File: src/rtl/vipmod_window_ctrl_3x3.sv
// Window sequencer for the 1-bit 3x3 matrix stream: tracks position, runs the
// per-frame FILL/ACTIVE FSM and qualifies full windows. VIPMOD_WIN_ERR_EN adds a line-length checker.
module vipmod_window_ctrl_3x3 #(
  parameter logic [9:0] IMG_HDISP = 10'd640,
  parameter logic [9:0] IMG_VDISP = 10'd480
) (
  input  logic       clk,
  input  logic       rst_n,
  input  logic       m_vsync,
  input  logic       m_href,
  input  logic       m_clken,
  output logic       win_vsync,
  output logic       win_href,
  output logic       win_valid,
  output logic [9:0] win_x,
  output logic [9:0] win_y,
  output logic       frame_done,
  output logic       frame_abort,
  output logic       line_err,
  output logic [1:0] state_dbg
);

  typedef enum logic [1:0] {
    IDLE   = 2'd0,
    FILL   = 2'd1,
    ACTIVE = 2'd2,
    DONE   = 2'd3
  } state_t;

  state_t     state;
  state_t     state_hs;
  state_t     state_nxt;
  logic [9:0] col_cnt;
  logic [9:0] row_cnt;
  logic       vs_rise;
  logic       vs_fall;
  logic       hs_fall;
  logic       pix;
  logic       row_inc;
  logic       valid_nxt;
  logic       done_nxt;
  logic       abort_nxt;

  assign state_dbg = state;

  // win_vsync/win_href double as the edge-detect registers.
  always_comb begin
    vs_rise   = m_vsync & ~win_vsync;
    vs_fall   = ~m_vsync & win_vsync;
    hs_fall   = ~m_href & win_href;
    pix       = m_href & m_clken;
    row_inc   = hs_fall & ((state == FILL) | (state == ACTIVE)) & (row_cnt != 10'h3FF);
    // win_valid is a pure per-cycle qualifier: no backpressure, a window is
    // present exactly in the cycle it is high, and x/y are stable with it.
    valid_nxt = (state == ACTIVE) & pix & (col_cnt >= 10'd2);
  end

  // hs_fall resolves first so a coincident vs_fall sees the post-line state.
  always_comb begin
    state_hs = state;
    if (hs_fall) begin
      if ((state == FILL) && (row_cnt == 10'd1))
        state_hs = ACTIVE;
      else if ((state == ACTIVE) && (row_cnt == IMG_VDISP - 10'd1))
        state_hs = DONE;
    end
    state_nxt = state_hs;
    done_nxt  = 1'b0;
    abort_nxt = 1'b0;
    if (vs_rise) begin
      state_nxt = FILL;
    end else if (vs_fall) begin
      state_nxt = IDLE;
      done_nxt  = (state_hs == DONE);
      abort_nxt = (state_hs == FILL) | (state_hs == ACTIVE);
    end
  end

  always_ff @(posedge clk or negedge rst_n) begin
    if (!rst_n) begin
      state       <= IDLE;
      win_vsync   <= 1'b0;
      win_href    <= 1'b0;
      col_cnt     <= 10'd0;
      row_cnt     <= 10'd0;
      win_valid   <= 1'b0;
      win_x       <= 10'd0;
      win_y       <= 10'd0;
      frame_done  <= 1'b0;
      frame_abort <= 1'b0;
    end else begin
      state       <= state_nxt;
      win_vsync   <= m_vsync;
      win_href    <= m_href;
      frame_done  <= done_nxt;
      frame_abort <= abort_nxt;
      win_valid   <= valid_nxt;

      if (hs_fall)
        col_cnt <= 10'd0;
      else if (pix && (col_cnt != 10'h3FF))
        col_cnt <= col_cnt + 10'd1;

      if (vs_rise)
        row_cnt <= 10'd0;
      else if (row_inc)
        row_cnt <= row_cnt + 10'd1;

      // Centre of the window whose bottom-right pixel arrives this cycle.
      if (vs_rise) begin
        win_x <= 10'd0;
        win_y <= 10'd0;
      end else if (valid_nxt) begin
        win_x <= col_cnt - 10'd1;
        win_y <= row_cnt - 10'd1;
      end
    end
  end

`ifdef VIPMOD_WIN_ERR_EN
  always_ff @(posedge clk or negedge rst_n) begin
    if (!rst_n)
      line_err <= 1'b0;
    else if (vs_rise)
      line_err <= 1'b0;
    else if (hs_fall && (col_cnt != IMG_HDISP))
      line_err <= 1'b1;
  end
`else
  assign line_err = 1'b0;
`endif

endmodule

File: config.mk
export PLATFORM = sky130hd
export DESIGN_NAME = vipmod_window_ctrl_3x3
export DESIGN_NICKNAME = d
export VERILOG_FILES = /design/src/rtl/vipmod_window_ctrl_3x3.sv
export SDC_FILE = /design/constraint.sdc
export NUM_CORES = 1
export LEC_CHECK = 0
export BUFFER_PORTS_ARGS = -buffer_cell sky130_fd_sc_hd__buf_2
export CORE_MARGIN = 5
export CORE_UTILIZATION = 62
export CTS_CLUSTER_DIAMETER = 60
export CTS_CLUSTER_SIZE = 25
export DETAILED_ROUTE_END_ITERATION = 10
export PLACE_DENSITY_LB_ADDON = 0.3
export SYNTH_ARGS = -nofsm -noshare
export SYNTH_HDL_FRONTEND = slang
export SYNTH_SLANG_ARGS = --single-unit
File: constraint.sdc
create_clock -name clk -period 3.86 [get_ports clk]
set_input_delay 0.193 -clock clk [delete_from_list [all_inputs] [get_ports clk]]
set_output_delay 0.193 -clock clk [all_outputs]
set_load 0.03 [all_outputs]
==> flow_metrics.py <==
metrics = {
    "placement": {
        "post-place-ws_ns": 1.65,
        "dp_hpwl_um": 4010,
        "place.gp.congestion": 0.900,
        "io_buffer_count": 31,
    },
    "worst_setup_path": {
        "crit_type": "reg2reg",
        "required_ns": 4.08,
        "crit_chain": "inv_1 -> ha_1 -> nor4_1 -> a31o_2 -> inv_2 -> nor2_4 -> o2bb2ai_1",
        "critical_path.max_stage_delay_ns": 0.48,
        "critPathSlowestCell": "dfrtp_1",
        "cp-end-kind": "flop",
        "cp_max_fo": 17,
        "start_kind": "flop",
        "crit_arrival_ns": 2.49,
    },
    "finish": {
        "antenna_cells": 0,
        "drive_gt1_frac": 0.188,
        "final_nets": 300,
        "nFillCells": 324,
        "syn2layout_area_growth_pct": 9.38,
    },
    "global_route": {
        "antenna_found_initial": 0,
        "grt_first_pass_wirelength_um": 9210,
        "grt_max_degree": 48,
        "grt_usage": 0.218,
        "grt_pass1_vias": 1925,
        "grt.overflow.total": 0,
    },
    "synthesis": {
        "synth_edf_count": 0,
        "synthTopCellsByArea": "dfrtp_1, ha_1, nand3_1, o31ai_1, nor2_1",
        "synth.net_count": 276,
        "synth_cell_type_count": 53,
        "synth_area_mm2": 0.00256,
        "synth_top_area_frac": 0.459,
        "async_reset_ff_frac": 1.00,
        "yosysWarnings": 0,
        "ys_ff_latch": 47,
        "synthCells": 262,
        "ys.flop_type": "dfrtp_1",
        "yosysTopAreaCell": "dfrtp_1",
        "ys_seq_area_frac": 0.459,
        "syn_avg_cell_area_um2": 9.78,
    },
    "routing": {
        "vias_per_cell": 6.22,
        "wl_met2_um": 2580,
        "firstDrtPassIters": 4,
        "drc": 0,
        "wl_met3_um": 486,
        "routedWlPerCell_um": 16.6,
        "postRouteAntennaNets": 0,
        "top_layer_used": "met4",
        "met1_length_um": 2500,
        "vias": 2096,
        "wirelength_um": 5610,
        "drt_iter0_markers": 133,
    },
    "power": {
        "power_frac_seq": 0.499,
        "p_sw_uw": 341,
        "p_int_uw": 738,
        "comb_power_share": 0.230,
        "p_sw_frac": 0.316,
        "peakVddDrop_uv": 242,
        "pwr-share-clk": 0.271,
        "p_leak_nw": 1.31,
        "finalPower_mw": 1.08,
        "power_density_mw_per_mm2": 385,
    },
    "sta": {
        "slew_headroom": 0.315,
        "period_minus_slack_ns": 2.27,
        "worstMarginPinSlew_ns": 1.03,
        "tns_ns": 0,
        "setup_ws_ns": 1.59,
        "maxSlewViolCount": 0,
        "rsz0062_at_grt": "no",
        "final-setup-viol-count": 0,
        "fmax_mhz": 441,
        "min_period_over_period": 0.587,
        "finalHoldViolCount": 0,
        "clock_skew_ns": 0.00801,
    },
    "cts": {
        "path_clk_slew_ns": 0.08,
        "post_cts_buffers": 0,
        "worstSkewPairLatency_ns": 0.31,
        "hold_buffers": 0,
        "cts_buffers": 5,
        "clockBufferDepth": 2,
        "cts_root_buf": "clkbuf_8",
        "cts-resized-gates": 0,
        "cts_max_level": 2,
        "cts_tree": "done",
        "cts_sinks": 47,
    },
    "floorplan": {
        "die_h_um": 74.3,
        "boundaryPins": 33,
        "core_mm2": 0.00400,
        "num_rows": 23,
        "start_util": 0.641,
        "die_w_um": 74.3,
        "dieArea_mm2": 0.00552,
    },
    "flow_run": {
        "cap_violations": 0,
    },
    "worst_hold_path": {
        "hold_class": "in2reg",
    },
    "run_status": {
        "outcome": "completed",
    },
}
## area by class of cell
class,instances,area (um2),area share
Multi-Input combinational cell,188,1270,0.453
Sequential cell,47,1180,0.420
Timing Repair Buffer,33,170,0.0607
Clock buffer,5,68.8,0.0246
Tap cell,50,62.6,0.0223
Inverter,11,41.3,0.0147
Clock inverter,3,15.0,0.00536
## final timing paths
path | from | end | slack [ns] | depth (start not counted)
worst max-delay path | col_cnt[0] | win_x[6] | 1.59 | 7
worst min-delay path | m_vsync | win_vsync | 0.04 | 1
worst max register to register | col_cnt[0] | win_x[6] | 1.59 | 7
worst min register to register | win_x[5] | win_x[5] | 0.49 | 1
max in group asynchronous | rst_n | col_cnt[2] | 3.17 | 1
min in group asynchronous | rst_n | win_valid | 0.07 | 1
## synth_stat cells, types with 2 or more instances
master	instances
a211oi_1	11
a21oi_1	7
and2_1	2
and3_1	2
buf_2	7
buf_4	2
clkbuf_1	7
dfrtp_1	47
ha_1	9
inv_1	10
nand2_1	15
nand3_1	18
nand4_1	2
nor2_1	23
nor2b_1	4
nor3_1	12
nor3b_1	2
nor4_1	5
o211a_1	2
o211ai_1	3
o21ai_0	3
o2bb2ai_1	7
o31ai_1	12
or2_2	2
or3_1	2
or3b_2	2
or4_1	3
xnor2_1	9
xor2_1	8
## metrics by stage
stage / hold slack [ns] / cells / instance area [um2] / util
floorplan: -0.103 / 262 / 2560 / -
global placement: 0.353 / 329 / 2720 / 0.680
detailed placement: 0.354 / 329 / 2720 / 0.680
CTS: 0.0333 / 337 / 2800 / 0.701
global route: 0.0428 / 337 / 2800 / 0.701
finish: 0.0392 / 337 / 2800 / 0.701
## metal layers
layer	track usage	vias to the layer above
met5	0	-
li1	-	1001
met2	0.344	77
met1	0.306	1014
met3	0.0486	4
met4	0.0613	0
## worst max-delay path: cells and delay by family, from the launching register on
kind,cells,cell delay (ns)
and+or+nand+nor,2,0.63
AOI/OAI and AO/OA,2,0.51
DFF,1,0.48
buffers and inverters,2,0.33
adders and majority gates,1,0.23
## cells by family after synthesis
kind of cell,share of synthesized area
AOI/OAI and AO/OA,0.159
xor gates and xnor gates,0.0581
adders and majority gates,0.0479
buffers and inverters,0.0459
DFF,0.459
muxes,0.00830
other,0.00146
and+or+nand+nor,0.220
## cell usage in the layout, fill, tap and decap left out, types with 2 or more instances in the layout
cell type	instances
o211ai_1	3
xnor2_1	9
o21ai_0	3
xor2_1	8
o31ai_1	12
nand2_1	15
and3_1	2
nor2b_1	4
nor3_1	12
nand3_1	18
clkinv_2	3
and2_1	2
buf_2	31
inv_1	10
a211oi_1	11
o211a_1	2
dfrtp_1	47
nor2_1	23
o2bb2ai_1	7
nor3b_1	2
buf_4	2
nand4_1	2
or4_1	3
or2_2	2
clkbuf_8	5
a21oi_1	7
ha_1	9
nor4_1	5
or3_1	2
or3b_2	2
## power groups by stage
stage	logic, mW	registers (mW)	clock network, mW
floorplan	0.187	0.548	0
global placement	0.239	0.546	0
global route	0.277	0.542	0.315
CTS	0.249	0.538	0.299
finish	0.248	0.538	0.292
detailed placement	0.247	0.548	0
## registers in the layout (all words and copies together), names as in the netlist
register and cells:
win_valid 1, win_vsync 1, win_href 1, win_y 10, row_cnt 10, frame_abort 1, win_x 10, col_cnt 10
state_dbg 2, frame_done 1
Note: power is estimated with default switching activity, not from simulation.
